$ cat config.mk
export PLATFORM = sky130hd
export DESIGN_NAME = clos_port_rx
export DESIGN_NICKNAME = d
export VERILOG_FILES = /design/src/rtl/clos_port_rx.sv
export SDC_FILE = /design/constraint.sdc
export NUM_CORES = 1
export LEC_CHECK = 0
export CAP_MARGIN = 10
export CORE_MARGIN = 3
export CORE_UTILIZATION = 30
export CTS_CLUSTER_DIAMETER = 40
export DETAILED_ROUTE_END_ITERATION = 7
export HOLD_SLACK_MARGIN = 0.12
export PLACE_DENSITY = 0.59
export SLEW_MARGIN = 20
export SYNTH_ARGS = -nofsm -noshare
export SYNTH_HDL_FRONTEND = slang
export SYNTH_SLANG_ARGS = --single-unit
export TNS_END_PERCENT = 50
$ cat constraint.sdc
create_clock -name clk -period 6.7 [get_ports clk]
set_clock_uncertainty 0.2 [all_clocks]
set_input_delay 0.67 -clock clk [delete_from_list [all_inputs] [get_ports clk]]
set_output_delay 0.67 -clock clk [all_outputs]
set_load 0.1 [all_outputs]
$ cat src/rtl/clos_port_rx.sv
// Clocked receiving end of one Clos output virtual circuit: synchronises 1-of-4 + eof
// wires, decodes 4-phase tokens, acknowledges them and buffers words behind valid/ready.
module clos_port_rx #(
  parameter int DW    = 8,
  parameter int SCN   = DW / 2,
  parameter int DEPTH = 4,
  parameter int SYNC  = 2
) (
  input  logic                       clk,
  input  logic                       rst,
  input  logic [SCN-1:0]             d0,
  input  logic [SCN-1:0]             d1,
  input  logic [SCN-1:0]             d2,
  input  logic [SCN-1:0]             d3,
  input  logic                       d4,
  output logic                       a,
  output logic                       a4,
  output logic [DW-1:0]              out_data,
  output logic                       out_eof,
  output logic                       out_valid,
  input  logic                       out_ready,
  output logic [$clog2(DEPTH+1)-1:0] count,
  output logic                       err,
  output logic [1:0]                 state
);

  localparam int CW = $clog2(DEPTH + 1);
  localparam int PW = (DEPTH > 1) ? $clog2(DEPTH) : 1;
  localparam int IW = 4 * SCN + 1;

  typedef enum logic [1:0] {IDLE = 2'd0, ACKD = 2'd1, ACKE = 2'd2} state_t;

  // Handshake: out_valid means the head entry is stable; it is consumed on any
  // clock edge where out_valid and out_ready are both high.

  logic [IW-1:0] sync_q [SYNC];
  logic [IW-1:0] s_all;
  logic [SCN-1:0] s0, s1, s2, s3;
  logic s4;

  always_ff @(posedge clk) begin
    if (rst) begin
      for (int i = 0; i < SYNC; i++) sync_q[i] <= '0;
    end else begin
      sync_q[0] <= {d4, d3, d2, d1, d0};
      for (int i = 1; i < SYNC; i++) sync_q[i] <= sync_q[i-1];
    end
  end

  assign s_all = sync_q[SYNC-1];
  assign s0    = s_all[SCN-1:0];
  assign s1    = s_all[2*SCN-1:SCN];
  assign s2    = s_all[3*SCN-1:2*SCN];
  assign s3    = s_all[4*SCN-1:3*SCN];
  assign s4    = s_all[4*SCN];

  logic [DW-1:0] word;
  logic [3:0]    hot;
  logic          any_zero, any_multi, any_set;

  // Bit 0 of the index is set by wires 1/3, bit 1 by wires 2/3 (valid when one-hot).
  always_comb begin
    word      = '0;
    hot       = '0;
    any_zero  = 1'b0;
    any_multi = 1'b0;
    any_set   = 1'b0;
    for (int k = 0; k < SCN; k++) begin
      hot = {s3[k], s2[k], s1[k], s0[k]};
      if (hot == 4'd0) any_zero = 1'b1;
      else             any_set  = 1'b1;
      if ((hot & (hot - 4'd1)) != 4'd0) any_multi = 1'b1;
      word[2*k +: 2] = {s2[k] | s3[k], s1[k] | s3[k]};
    end
  end

  logic complete, data_zero, bad, full;
  assign complete  = !any_zero && !any_multi;
  assign data_zero = !any_set;
  assign bad       = any_multi || (s4 && any_set);
  assign full      = !(count < CW'(DEPTH));

  state_t st, st_nxt;
  logic   a_nxt, a4_nxt, push, push_eof, err_set, pop;

  always_comb begin
    st_nxt   = st;
    a_nxt    = a;
    a4_nxt   = a4;
    push     = 1'b0;
    push_eof = 1'b0;
    err_set  = 1'b0;
    case (st)
      IDLE: begin
        if (bad) begin
          err_set = 1'b1;
        end else if (complete && !s4 && !full) begin
          push   = 1'b1;
          a_nxt  = 1'b1;
          st_nxt = ACKD;
        end else if (s4 && data_zero && !full) begin
          push     = 1'b1;
          push_eof = 1'b1;
          a4_nxt   = 1'b1;
          st_nxt   = ACKE;
        end
      end
      ACKD: if (data_zero) begin
        a_nxt  = 1'b0;
        st_nxt = IDLE;
      end
      ACKE: if (!s4) begin
        a4_nxt = 1'b0;
        st_nxt = IDLE;
      end
      default: begin
        a_nxt  = 1'b0;
        a4_nxt = 1'b0;
        st_nxt = IDLE;
      end
    endcase
  end

  always_ff @(posedge clk) begin
    if (rst) begin
      st  <= IDLE;
      a   <= 1'b0;
      a4  <= 1'b0;
      err <= 1'b0;
    end else begin
      st  <= st_nxt;
      a   <= a_nxt;
      a4  <= a4_nxt;
      err <= err | err_set;
    end
  end

  assign state = st;

  logic [DW:0]   mem [DEPTH];
  logic [PW-1:0] wr_ptr, rd_ptr;

  function automatic logic [PW-1:0] ptr_inc(input logic [PW-1:0] p);
    return (p == PW'(DEPTH - 1)) ? '0 : p + PW'(1);
  endfunction

  assign pop = out_valid && out_ready;

  always_ff @(posedge clk) begin
    if (rst) begin
      for (int i = 0; i < DEPTH; i++) mem[i] <= '0;
      wr_ptr <= '0;
      rd_ptr <= '0;
      count  <= '0;
    end else begin
      if (push) begin
        mem[wr_ptr] <= {push_eof, push_eof ? {DW{1'b0}} : word};
        wr_ptr      <= ptr_inc(wr_ptr);
      end
      if (pop) rd_ptr <= ptr_inc(rd_ptr);
      case ({push, pop})
        2'b10:   count <= count + CW'(1);
        2'b01:   count <= count - CW'(1);
        default: count <= count;
      endcase
    end
  end

  assign out_valid           = (count != '0);
  assign {out_eof, out_data} = mem[rd_ptr];

endmodule

Yosys cells after proc, flatten, opt, wreduce, memory -nomap -nowiden
Memory sizes are Yosys's and may differ from the RTL's. A register that Yosys moved wholly into a read port is not among the register bits.
Index checks and enable logic that the tools add are counted.
{"block": "word_totals", "ff_bits": 12, "ram_bits": 70, "memories": 2, "input_bits": 20}
{"name": "mem", "depth": 4, "width": 9, "read_ports": 1, "rd_ports_with_merged_regs": 1, "wr": 4, "line_no": "140", "source": "logic [DW:0] mem [DEPTH];"}
{"name": "sync_q", "depth": 2, "width": 17, "read_ports": 2, "rd_ports_with_merged_regs": 0, "wr": 2, "line_no": "36", "source": "logic [IW-1:0] sync_q [SYNC];"}
{"block": "classes", "order_cmp": 1, "n_reduce_logical": 27, "eq_ne": 13, "muxes": 53, "n_addsub": 8, "bitwise": 17}
{"cell": "$mux W1", "count": 35}
{"cell": "$mux W17", "count": 2}
{"cell": "$mux W2", "count": 10}
{"cell": "$and A4 B4 Y4", "count": 4}
{"cell": "$logic_not A4 Y1", "count": 4}
{"cell": "$reduce_bool A4 Y1", "count": 4}
{"cell": "$sub A4 B1 Y4 const B", "count": 4}
{"cell": "$ne A2 B2 Y1 const B", "count": 6}
{"cell": "$or A1 B1 Y1", "count": 11}
{"cell": "$mux W9", "count": 1}
{"cell": "$reduce_or A9 Y1", "count": 1}
{"cell": "$eq A2 B2 Y1 const B", "count": 4}
{"cell": "$mux W8", "count": 1}
{"cell": "$reduce_and A4 Y1", "count": 2}
{"cell": "$logic_and A1 B1 Y1", "count": 7}
{"cell": "$pmux W1 S3", "count": 2}
{"cell": "$pmux W2 S3", "count": 1}
{"cell": "$pmux W3 S2", "count": 1}
{"cell": "$reduce_and A5 Y1", "count": 1}
{"cell": "$add A2 B1 Y2 const B", "count": 2}
{"cell": "$eq A2 B1 Y1 const B", "count": 2}
{"cell": "$logic_not A1 Y1", "count": 4}
{"cell": "$add A3 B1 Y3 const B", "count": 1}
{"cell": "$lt A3 B3 Y1 const B", "count": 1}
{"cell": "other kinds (7)", "count": 8}

Longest topological paths before layout
Gate-level depths: netlist of run 1.
{"block": "logic_depth", "depth_word": 19, "depth_mapped": 10, "depth_no_buf": 10}

Least setup slack after synthesis of run 1
No wires, ideal clock.
{"block": "synth_timing", "path_type": "flip-flop to flip-flop", "start": "register count[2]", "end": "register count[2]", "t_arrival_ns": 3.298, "period_less_slack_ns": 3.568, "setup_time_ns": 0.071, "path_buffers": 0, "path_stages_with_launch": 10, "slack_ns": 3.132, "path_cell_list": "dfxtp_1 -> or3_1 -> nand2_1 -> inv_1 -> ha_1 -> inv_1 -> fa_1 -> xor2_1 -> or3_1 -> a21oi_1"}
{"block": "synth_via", "word_cells_on_any_way": 15, "cone_classes": "2 x add/sub; 1 x order compare; 2 x eq/ne; 5 x mux; 5 x reduce/logical"}
{"item": "from (decl)", "line_no": "22", "source": "output logic [$clog2(DEPTH+1)-1:0] count,"}
{"item": "from (signal assigned)", "line_no": "162", "source": "2'b10: count <= count + CW'(1);"}
{"item": "from (signal assigned)", "line_no": "163", "source": "2'b01: count <= count - CW'(1);"}
{"item": "from (signal assigned)", "line_no": "164", "source": "default: count <= count;"}
{"item": "$reduce_bool A3 Y1 *", "line_no": "169", "source": "assign out_valid = (count != '0);"}
{"item": "named net out_valid", "line_no": "20", "source": "output logic out_valid,"}
{"item": "$logic_and A1 B1 Y1 *", "line_no": "147", "source": "assign pop = out_valid && out_ready;"}
{"item": "named net pop", "line_no": "84", "source": "logic a_nxt, a4_nxt, push, push_eof, err_set, pop;"}
{"item": "$eq A2 B1 Y1 or $eq A2 B2 Y1 (tied branches)", "line_no": "161", "source": "case ({push, pop})"}
{"item": "$pmux W3 S2 or $reduce_bool A2 Y1 (tied branches)"}
The timed path passes the listed nets; every way through them passes the cells marked *.
A chain may end at the register's enable or synchronous reset.

==> impl_metrics.py, run 1 <==
metrics = {
    "timing": {
        "period_share": 0.521,
        "setup_violations": 0,
        "setup_ws_ps": 3210,
        "relSlewSlack": 0.340,
        "tightest_slew_ps": 986,
        "rsz0062_at_grt": "false",
        "finalCriticalPeriod_ps": 3490,
        "hold_viol_final": 0,
        "drv_slew": 0,
        "max_freq_mhz": 286,
        "fin_setup_tns_ps": 0,
    },
    "critical_path": {
        "rrSetupSlack_ps": 3580,
        "start_kind": "register",
        "required_ps": 5830,
        "arrival_ps": 2620,
        "crit_path_end_kind": "primary output",
        "reg2reg_to": "count[2]",
        "path_class": "reg -> out",
        "r2r_cells": 10,
        "reg2reg_from": "sync_q[0][24]",
        "critical_path.max_fanout": 9,
    },
    "clocking": {
        "clock_sinks": 84,
        "clock_latency_ps": 340,
        "cts_made_buffers": 9,
        "clk_path_buf_depth": 2,
        "htree_levels": 3,
        "cts_resized": 0,
        "cts_root_buffer": "clkbuf_8",
        "clkSlewWorstSetupHoldPaths_ps": 80,
        "cts_tree": "built",
        "cts_setup_buffers": 0,
        "hold_buffers": 0,
    },
    "synth": {
        "ys_ff_latch": 84,
        "synth_cell_type_count": 39,
        "syn_avg_cell_area_um2": 12.2,
        "ys.warnings.count": 0,
        "synth_area_mm2": 0.00326,
        "synthCells": 268,
        "ys_seq_area_frac": 0.626,
        "syn_nets": 292,
    },
    "finish": {
        "drive_gt1_frac": 0.114,
        "syn_to_final_growth_pct": 20.5,
        "antennaDiodeCount": 0,
        "fillerInstances": 1061,
        "nNetsFinal": 334,
        "post-route-util": 0.376,
    },
    "global_route": {
        "grt_max_degree": 50,
        "grt_util_all_layers": 0.108,
        "grt_pass1_wl_mm": 9.89,
        "overflow": 0,
        "grt_pass1_vias": 1952,
        "antenna_found_initial": 0,
    },
    "die": {
        "die-area_mm2": 0.0122,
        "die_h_um": 110,
        "die_width_um": 110,
        "io_pins": 38,
        "coreArea_mm2": 0.0105,
        "rows": 37,
        "initial_core_util": 0.312,
    },
    "route": {
        "wl_per_cell_um": 13.0,
        "vias": 2013,
        "viasPerCell": 4.46,
        "antenna_left": 0,
        "drc": 0,
        "routed_wirelength_mm": 5.87,
        "firstDrtPassIters": 4,
        "dr.first_iter.drc_count": 80,
    },
    "outcome": {
        "status": "finished, final reports clean",
    },
    "place": {
        "gp_congestion": 0.745,
        "dp_hpwl_mm": 4.27,
        "dp_worst_setup_slack_ps": 3280,
        "port-buffer-count": 37,
    },
    "worst_hold_path": {
        "min_from": "sync_q[0][12]",
        "hold_path_depth": 1,
        "hold_class": "reg -> reg",
        "hold_path_end": "sync_q[0][29]",
    },
    "power_and_ir_drop": {
        "p_leak_nw": 1.39,
        "cellPowerDensity_mw_per_mm2": 265,
        "peakVddDrop_v": 0.000112,
    },
    "job": {
        "maxCapViolCount": 0,
    },
}
[cell usage after synthesis]
master	count	area (um^2)
nor2_1	51	191
dfxtp_1	48	961
edfxtp_1	36	1080
nor2b_1	35	219
nand2_1	10	37.5
mux4_2	9	203
inv_1	7	26.3
nor3_1	7	35.0
a21oi_1	6	30.0
clkbuf_1	5	18.8
o21ai_0	5	25.0
a22oi_1	4	30.0
nor4_1	4	25.0
o22ai_1	4	25.0
ha_1	3	37.5
nand4_1	3	18.8
clkbuf_8	2	27.5
mux2i_1	2	20.0
nand4b_2	2	30.0
nor3b_1	2	15.0
or2b_2	2	17.5
or3_1	2	12.5
or3_2	2	15.0
xor2_1	2	17.5
a21o_1	1	7.51
a221o_2	1	11.3
a31oi_1	1	6.26
a32o_1	1	10.0
buf_1	1	3.75
clkdlybuf4s25_2	1	10.0
fa_1	1	20.0
mux2_2	1	11.3
nand2b_1	1	6.26
nand3_1	1	5.00
nand3b_1	1	7.51
nor4_4	1	21.3
o21a_1	1	7.51
o31a_1	1	8.76
or2_2	1	6.26
[metal layers]
metal,share of wire,global-route usage,wire length (um),vias up
li1,-,-,-,1022
met1,0.47,0.136,2730,931
met2,0.47,0.175,2740,49
met3,0.048,0.0320,281,11
met4,0.019,0.0449,110,0
met5,0,0,0,-
[cell usage in the layout (no fill, tap or decap), types with 6 or more instances in the layout]
| cell type | count |
|---|---|
| inv_1 | 7 |
| nor2_1 | 51 |
| a21oi_1 | 6 |
| edfxtp_1 | 36 |
| clkdlybuf4s50_1 | 37 |
| dfxtp_1 | 48 |
| nor3_1 | 7 |
| mux4_2 | 9 |
| clkbuf_8 | 9 |
| nor2b_1 | 35 |
| nand2_1 | 10 |
[final cells by class]
type                    count  area [um^2]  share of cell area
clock inverters             6         38.8             0.00987
flip-flops and latches     84         2040               0.519
well taps                 136          170              0.0433
repair buffers             40          393              0.0999
inverters                   7         26.3             0.00668
multi-input cells         168         1130               0.288
clock buffers              10          128              0.0325
[per-stage QoR]
stage	hold slack [ps]	cells	area [um^2]	power, mW
global placement	231	435	3760	0.746
finish	241	451	3930	1.04
global route	259	451	3930	1.09
floorplan	214	268	3260	0.702
CTS	245	451	3930	1.05
detailed placement	226	435	3760	0.747
[registers in the layout (all words and copies together), names as in the netlist, named ones only]
register  count
wr_ptr        2
a             1
state         2
count         3
mem          36
rd_ptr        2
a4            1
sync_q       34
err           1
[where the power goes]
group	switching [mW]	internal, mW
Combinational	0.110	0.0531
Sequential	0.0146	0.555
Clock	0.174	0.135
Total	0.299	0.743
[cells by family (layout without fill, tap and decap cells)]
kind of cell / after synthesis / in the layout / synth area share
and+or+nand+nor: 125 / 125 / 0.203
AOI/OAI and AO/OA: 25 / 25 / 0.0495
buffers and inverters: 16 / 63 / 0.0265
adders and majority gates: 4 / 4 / 0.0176
xor gates and xnor gates: 2 / 2 / 0.00537
muxes: 12 / 12 / 0.0717
DFF: 84 / 84 / 0.626
[worst max-delay path: stages (launching register included)]
cell	delay (ps)
dfxtp_1	700
mux4_2	590
clkdlybuf4s50_1	980
[worst max-delay path by stage]
stage               cells after the start           from           to
finish                                  2       register  out_data[5]
global route                            2       register  out_data[3]
CTS                                     2       register  out_data[3]
detailed placement                      5  sync_q[0][22]    mem[2][4]
global placement                        5  sync_q[0][22]    mem[2][2]
floorplan                               9       count[2]     count[2]
Note: power is estimated with default switching activity, not from simulation.
==> inputs of run 2 (changes only) <==
clock period = 3.5 ns   (was 6.7 ns; I/O delays follow)
==> run 2 against run 1 <==
Hold slack improved by 1.2 ps. First-iteration DRC count increased by 51%. Register-to-register slack got worse by 3100 ps. Clock power increased by 110%. Count of clock-buffer cells in the layout unchanged. Cell count increased by 0.44%. Highest routed layer unchanged.
==> impl_metrics.py, run 2 (same netlist as run 1, synthesis figures left out) <==
metrics = {
    "timing": {
        "fin_setup_tns_ps": 0,
        "setup_violations": 0,
        "hold_viol_final": 0,
        "rsz0062_at_grt": "false",
        "finalCriticalPeriod_ps": 3040,
        "drv_slew": 0,
        "max_freq_mhz": 329,
        "tightest_slew_ps": 972,
        "relSlewSlack": 0.350,
        "period_share": 0.867,
    },
    "outcome": {
        "status": "finished, final reports clean",
    },
    "worst_hold_path": {
        "hold_path_end": "sync_q[0][27]",
        "hold_path_depth": 1,
        "min_from": "sync_q[0][10]",
        "hold_class": "reg -> reg",
    },
    "finish": {
        "nNetsFinal": 336,
        "regMostFlops": "mem",
        "fillerInstances": 1061,
        "layout_commonest_cell": "nor2_1",
        "largest_reg_flops": 36,
        "top_regs": "mem (36), sync_q (34), count (3)",
        "post-route-util": 0.377,
        "syn_to_final_growth_pct": 20.9,
        "layout_common_cells": "51 x nor2_1, 48 x dfxtp_1, 36 x edfxtp_1",
        "antennaDiodeCount": 0,
        "final_cell_area_mm2": 0.00394,
        "drive_gt1_frac": 0.158,
    },
    "clocking": {
        "hold_buffers": 0,
        "cts_made_buffers": 9,
        "cts_root_buffer": "clkbuf_8",
        "clkSlewWorstSetupHoldPaths_ps": 90,
        "clock_latency_ps": 350,
        "cts_setup_buffers": 0,
        "cts_tree": "built",
        "cts_resized": 0,
        "htree_levels": 3,
        "clk_path_buf_depth": 2,
        "clock_sinks": 84,
    },
    "route": {
        "dr.first_iter.drc_count": 121,
        "drc": 0,
        "vias": 2039,
        "firstDrtPassIters": 4,
        "viasPerCell": 4.50,
        "antenna_left": 0,
        "routed_wirelength_mm": 6.08,
        "wl_per_cell_um": 13.4,
    },
    "die": {
        "die_width_um": 110,
        "initial_core_util": 0.312,
        "die_h_um": 110,
        "coreArea_mm2": 0.0105,
        "die-area_mm2": 0.0122,
        "rows": 37,
        "io_pins": 38,
    },
    "place": {
        "port-buffer-count": 37,
        "post_dp_cell_area_mm2": 0.00376,
        "gp_congestion": 0.795,
        "dp_hpwl_mm": 4.22,
    },
    "critical_path": {
        "path_class": "reg -> reg",
        "required_ps": 3580,
        "critical_path.max_fanout": 7,
        "arrival_ps": 3110,
        "path_buf_inv": 1,
        "start_kind": "register",
        "cpLargestDelayFamily": "simple AND/OR/NAND/NOR gates",
        "reg2reg_from": "sync_q[0][30]",
        "rrSetupSlack_ps": 460,
        "reg2reg_to": "count[2]",
        "cp_slowest_cell": "or3_2",
        "slowest_delay_ps": 510,
        "path_cells": "nor4_1, or3_2, nor4_4, o21ai_0, ha_1, inv_1, fa_1, xor2_1, or3_1, a21oi_1",
        "r2r_cells": 10,
        "crit_path_end_kind": "register",
    },
    "global_route": {
        "grt_pass1_vias": 2033,
        "antenna_found_initial": 0,
        "overflow": 0,
        "grt_pass1_wl_mm": 9.94,
        "grt_util_all_layers": 0.108,
        "grt_max_degree": 49,
    },
    "power_and_ir_drop": {
        "cellPowerDensity_mw_per_mm2": 518,
        "p_leak_nw": 1.42,
        "peakVddDrop_v": 0.000189,
    },
    "job": {
        "maxCapViolCount": 0,
    },
}
run 2: layout make-up:
class,count,area [um^2],share of cell area
Clock buffer,10,138,0.0349
Tap cell,136,170,0.0432
Clock inverter,6,46.3,0.0117
Timing Repair Buffer,42,385,0.0977
Multi-Input combinational cell,168,1130,0.288
Inverter,7,26.3,0.00666
Sequential cell,84,2040,0.518
run 2: stage by stage:
step | power (mW) | cells | setup slack, ps | hold slack [ps]
detailed placement | 1.43 | 437 | 483 | 228
CTS | 2.07 | 453 | 462 | 248
global route | 2.13 | 453 | 224 | 266
finish | 2.04 | 453 | 464 | 242
floorplan | 1.34 | 268 | 221 | 214
global placement | 1.42 | 437 | 571 | 225
run 2: where the power goes:
part,switching [mW],leakage [nW],internal (mW)
logic,0.213,0.557,0.0998
registers,0.0279,0.767,1.06
clock network,0.356,0.0990,0.284
run 2: worst max path at each step:
stage / end / cells after the start / slack [ps] / startpoint
after CTS: count[2] / 10 / 460 / sync_q[0][30]
after global placement: count[2] / 10 / 570 / sync_q[0][30]
final: count[2] / 10 / 460 / sync_q[0][30]
after global routing: count[2] / 10 / 220 / sync_q[0][31]
after detailed placement: count[2] / 10 / 480 / sync_q[0][30]
after floorplan: count[2] / 9 / 220 / count[2]
run 2: routing by layer:
metal  GRT usage  vias up  share of wire
li1            -     1028              -
met1       0.134      968           0.45
met2       0.180       37           0.49
met3      0.0274        6          0.043
met4      0.0457        0          0.012
met5           0        -              0
